===== config.mk =====
export PLATFORM = sky130hd
export DESIGN_NAME = len_unpack
export DESIGN_NICKNAME = d
export VERILOG_FILES = /design/src/rtl/len_unpack.sv
export SDC_FILE = /design/constraint.sdc
export NUM_CORES = 1
export LEC_CHECK = 0
export ABC_AREA = 1
export CAP_MARGIN = 20
export CORE_MARGIN = 4
export CORE_UTILIZATION = 57
export DETAILED_ROUTE_END_ITERATION = 8
export PLACE_DENSITY = 0.86
export SETUP_SLACK_MARGIN = 0.2
export SYNTH_ARGS = -nofsm -noshare
export SYNTH_HDL_FRONTEND = slang
export SYNTH_SLANG_ARGS = --single-unit

===== constraint.sdc =====
create_clock -name clk -period 4.12 [get_ports clk]
set_clock_uncertainty 0.1 [all_clocks]
set_input_delay 0.412 -clock clk [delete_from_list [all_inputs] [get_ports clk]]
set_output_delay 0.412 -clock clk [all_outputs]
set_load 0.01 [all_outputs]

===== src/rtl/len_unpack.sv =====
// Unpacks a run-length coded stream of 4-bit code-length symbols into one
// (index, length) entry per table slot and keeps a per-length histogram.
module len_unpack #(
  parameter int TOTAL = 45
) (
  input  logic        clk,
  input  logic        rst_n,
  input  logic        start,
  input  logic [3:0]  rdata,
  input  logic        rempty,
  output logic        rinc,
  output logic        out_valid,
  input  logic        out_ready,
  output logic [5:0]  out_idx,
  output logic [3:0]  out_len,
  output logic [47:0] len_hist,
  output logic        done,
  output logic        err
);

  typedef enum logic [2:0] {
    IDLE  = 3'd0,
    FETCH = 3'd1,
    EMIT  = 3'd2,
    RUN   = 3'd3,
    DONE  = 3'd4,
    ERR   = 3'd5
  } state_e;

  localparam logic [6:0] TOTAL_W = 7'(TOTAL);

  state_e      state_q, state_d;
  logic [5:0]  idx_q, idx_d;
  logic [3:0]  run_q, run_d;
  logic        esc_q, esc_d;
  logic [47:0] hist_q, hist_d;
  logic [3:0]  len_q, len_d;
  logic        hs_s;
  logic        last_s;
  logic [6:0]  run_end_s;

  // Bump the 6-bit histogram field selected by a nonzero code length.
  function automatic logic [47:0] hist_inc(input logic [47:0] h, input logic [3:0] len);
    logic [47:0] r;
    r = h;
    for (int k = 1; k <= 8; k++) begin
      if (len == 4'(k)) begin
        r[6*k-1 -: 6] = h[6*k-1 -: 6] + 6'd1;
      end else begin
        r[6*k-1 -: 6] = r[6*k-1 -: 6];
      end
    end
    return r;
  endfunction

  assign out_valid = (state_q == EMIT) || (state_q == RUN);
  assign rinc      = (state_q == FETCH) && !rempty && !start;
  assign done      = (state_q == DONE);
  assign err       = (state_q == ERR);
  assign out_idx   = idx_q;
  assign out_len   = len_q;
  assign len_hist  = hist_q;

  assign hs_s      = out_valid && out_ready;
  assign last_s    = ({1'b0, idx_q} + 7'd1) == TOTAL_W;
  // Run end is formed at 7 bits so an oversized run cannot wrap past TOTAL.
  assign run_end_s = {1'b0, idx_q} + {3'b000, rdata} + 7'd3;

  // Next-state and datapath update; start overrides everything.
  always_comb begin
    state_d = state_q;
    idx_d   = idx_q;
    run_d   = run_q;
    esc_d   = esc_q;
    hist_d  = hist_q;
    len_d   = len_q;
    if (start) begin
      state_d = FETCH;
      idx_d   = 6'd0;
      run_d   = 4'd0;
      esc_d   = 1'b0;
      hist_d  = 48'd0;
    end else begin
      case (state_q)
        FETCH: begin
          if (rempty) begin
            state_d = FETCH;
          end else if (!esc_q) begin
            if (rdata <= 4'd8) begin
              len_d   = rdata;
              state_d = EMIT;
            end else if (rdata == 4'd9) begin
              esc_d = 1'b1;
            end else begin
              state_d = ERR;
            end
          end else if (rdata <= 4'd7 && run_end_s <= TOTAL_W) begin
            esc_d   = 1'b0;
            run_d   = rdata + 4'd3;
            len_d   = 4'd0;
            state_d = RUN;
          end else begin
            state_d = ERR;
          end
        end
        EMIT: begin
          if (hs_s) begin
            hist_d  = hist_inc(hist_q, len_q);
            idx_d   = idx_q + 6'd1;
            state_d = last_s ? DONE : FETCH;
          end else begin
            state_d = EMIT;
          end
        end
        RUN: begin
          if (hs_s) begin
            run_d = run_q - 4'd1;
            idx_d = idx_q + 6'd1;
            if (run_q == 4'd1) begin
              state_d = last_s ? DONE : FETCH;
            end else begin
              state_d = RUN;
            end
          end else begin
            state_d = RUN;
          end
        end
        default: state_d = state_q;
      endcase
    end
  end

  // State and datapath registers.
  always_ff @(posedge clk or negedge rst_n) begin
    if (!rst_n) begin
      state_q <= IDLE;
      idx_q   <= 6'd0;
      run_q   <= 4'd0;
      esc_q   <= 1'b0;
      hist_q  <= 48'd0;
      len_q   <= 4'd0;
    end else begin
      state_q <= state_d;
      idx_q   <= idx_d;
      run_q   <= run_d;
      esc_q   <= esc_d;
      hist_q  <= hist_d;
      len_q   <= len_d;
    end
  end

endmodule


==> results.py <==
metrics = {
    "placement": {
        "dpl.hpwl_um": 7049,
        "port_buffers": 70,
        "gp_congestion": 0.9472,
        "dp_cells": 632,
        "dp_slack_ns": 0.7939,
    },
    "power": {
        "p_leak_nw": 2.321,
        "total_power_w": 0.002299,
        "power.density_nw_per_um2": 468.2,
        "ir_worst_vdd_uv": 453.0,
    },
    "synthesis": {
        "synthXorXnorAreaFrac_pct": 1.564,
        "ys_seq_area_share_pct": 42.13,
        "synthMuxAreaShare_pct": 0,
        "synth-edff-count": 0,
        "syn_avg_cell_area_sq_um": 8.000,
        "yosysUniqueCellTypes": 34,
        "synth_compound_area_share_pct": 13.63,
        "synthCells": 490,
        "yosys_warnings": 0,
        "syn_area_sq_um": 3920,
        "synth_top_family_by_area": "simple AND/OR/NAND/NOR gates",
        "synthAdderAreaFrac_pct": 7.533,
        "syn_nets": 522,
        "synth-async-reset-ratio_pct": 100.0,
        "synth_area_leaders": "dfrtp_1 (42%), nand2_1 (8.7%), inv_1 (7.3%)",
        "yosys.area.top_type": "dfrtp_1",
        "synthFlopType": "dfrtp_1",
        "yosysTopAreaCellShare_pct": 42.13,
        "synth-seq-cells": 66,
        "yosys.area_share.simple_pct": 26.72,
    },
    "routing": {
        "routed-wl-met3_um": 609,
        "dr_wl_met2_um": 4713,
        "wire_per_inst_um": 15.16,
        "dr.pass1.iters": 5,
        "vias": 3685,
        "ant_nets": 0,
        "via_per_inst": 5.687,
        "finalWirelength_um": 9822,
        "maxUsedRoutingLayer": "met4",
        "drc": 0,
        "met1_length_um": 4260,
        "drt_iter0_markers": 207,
    },
    "final_layout": {
        "syn2layout_area_growth_pct": 25.25,
        "fin_nets": 598,
        "layout_commonest_cell": "nand2_1",
        "drive_above_1_share_pct": 8.581,
        "diodes": 0,
        "n_fill_cell": 479,
        "final_cells": 648,
        "final_cell_mix": "nand2_1 (91), inv_1 (76), clkdlybuf4s50_1 (69), dfrtp_1 (66)",
    },
    "sta": {
        "clock.fmax_mhz": 330.8,
        "hold_viol_final": 0,
        "rsz0062_at_grt": "false",
        "fin_setup_tns_ns": 0,
        "fin_crit_ns": 3.023,
        "worst_slew_pin_slew_ns": 0.9160,
        "relSlewSlack_pct": 38.94,
        "slew_viol_final": 0,
        "whs_ns": 0.1060,
        "setup_slack_ns": 1.097,
        "period_share_pct": 73.37,
        "setup_viol": 0,
    },
    "setup_path": {
        "cp.arrival_ns": 3.21,
        "critPathLaunchType": "input port",
        "ff2ff_path_depth": 19,
        "worstPathMaxFanout": 6,
        "end_kind": "register",
        "criticalPathCategory": "input port to register",
        "critPathRequiredTime_ns": 4.30,
    },
    "clock_network": {
        "cts_tree": "built",
        "cts_made_buffers": 9,
        "cts_buffer_depth": 2,
        "cts_root_buf": "clkbuf_8",
        "clock-sinks": 66,
        "cts_resized": 0,
        "h-tree-depth": 3,
        "cts.clk_slew.worst_paths_ns": 0.08,
        "cts-hold-fix-buffers": 0,
        "insertion_delay_ns": 0.34,
        "post_cts_buffers": 0,
    },
    "floorplan": {
        "rows": 29,
        "initial_core_util_pct": 60.35,
        "die_width_um": 90.93,
        "dieArea_sq_um": 8268,
        "num_io_pins": 71,
        "fp.coreArea_sq_um": 6495,
        "die_h_um": 90.93,
    },
    "global_route": {
        "antenna_found_initial": 0,
        "grt_pass1_wl_um": 16970,
        "overflow": 0,
        "grt_max_degree": 41,
        "track_usage_pct": 24.88,
        "grt_pass1_vias": 3593,
    },
    "run": {
        "cap_violations": 0,
    },
    "hold_path": {
        "hold_path.class": "input port to asynchronous set/reset pin",
    },
    "run_status": {
        "status": "complete, no violations",
    },
}
==> flip-flops by register name (all words and copies together) (netlist names) <==
signal,count
out_idx,6
run_q,4
esc_q,1
state_q,3
len_hist,48
out_len,4
==> cell families after synthesis <==
family	Yosys count
AND/OR/NAND/NOR	216
AO/OA/AOI/OAI	93
buffers and inverters	85
flip-flops	66
adder cells (fa/ha/maj)	23
XOR/XNOR	7
==> Yosys cell counts, types with 2 or more instances <==
master / number
and3_1: 2
nand2_4: 4
o21ai_0: 40
nand3_1: 35
nor2_1: 40
nor3_1: 10
o22ai_1: 3
nor3_2: 10
clkbuf_1: 4
a21o_1: 2
inv_1: 76
nand4_1: 7
o21a_1: 3
a31oi_1: 4
nand2_1: 91
nor2_2: 3
buf_2: 3
a21oi_1: 32
nand2_2: 7
ha_1: 22
nor3b_1: 5
a32o_1: 5
dfrtp_1: 66
xor2_1: 6
==> layout make-up <==
type / instances / area (sq um) / share of cell area (%)
Timing Repair Buffer: 73 / 718.2 / 14.63
Clock inverter: 7 / 92.59 / 1.886
Multi-Input combinational cell: 339 / 1938 / 39.48
Inverter: 77 / 289.0 / 5.887
Clock buffer: 9 / 123.9 / 2.523
Sequential cell: 66 / 1652 / 33.64
Tap cell: 77 / 96.34 / 1.962
==> critical path, stage by stage <==
cell	delay, ns
clkdlybuf4s50_1	0.52
inv_1	0.10
ha_1	0.29
inv_1	0.04
ha_1	0.20
inv_1	0.07
fa_1	0.41
inv_1	0.06
nand2_1	0.04
nor2_1	0.13
nand2_1	0.06
nand3_1	0.09
nand2_1	0.06
nand2_1	0.06
nand2_1	0.09
nand2_1	0.09
nand2_1	0.14
nand2_1	0.18
nand2_1	0.09
nand2_1	0.06
==> power breakdown <==
part           switching (W)  total (W)  internal, W  leakage (nW)
combinational       0.000489   0.000821     0.000331          1.31
sequential          0.000132   0.000875     0.000743         0.895
clock               0.000263   0.000604     0.000341         0.113
==> metrics by stage <==
step	instance area, sq um	util [%]
2_1_floorplan	3920	-
3_3_place_gp	4693	72.26
3_5_place_dp	4693	72.26
4_1_cts	4910	75.59
5_1_grt	4910	75.59
6_report	4910	75.59
==> per-layer routing <==
| metal | up-vias | GRT usage [%] |
|---|---|---|
| met3 | 23 | 5.372 |
| met1 | 1774 | 31.90 |
| li1 | 1760 | - |
| met2 | 128 | 41.20 |
| met5 | - | 0 |
| met4 | 0 | 9.925 |
==> final timing paths <==
check | from | end | slack (ns)
hold / removal | rst_n | out_idx[1] | 0.11
max in group asynchronous | rst_n | len_hist[14] | 2.89
hold reg to reg | len_hist[46] | len_hist[46] | 0.40
setup reg to reg | out_idx[1] | out_len[0] | 1.30
min in group clk | len_hist[46] | len_hist[46] | 0.40
setup / recovery | rdata[1] | out_len[0] | 1.10
Note: power is estimated with default switching activity, not from simulation.
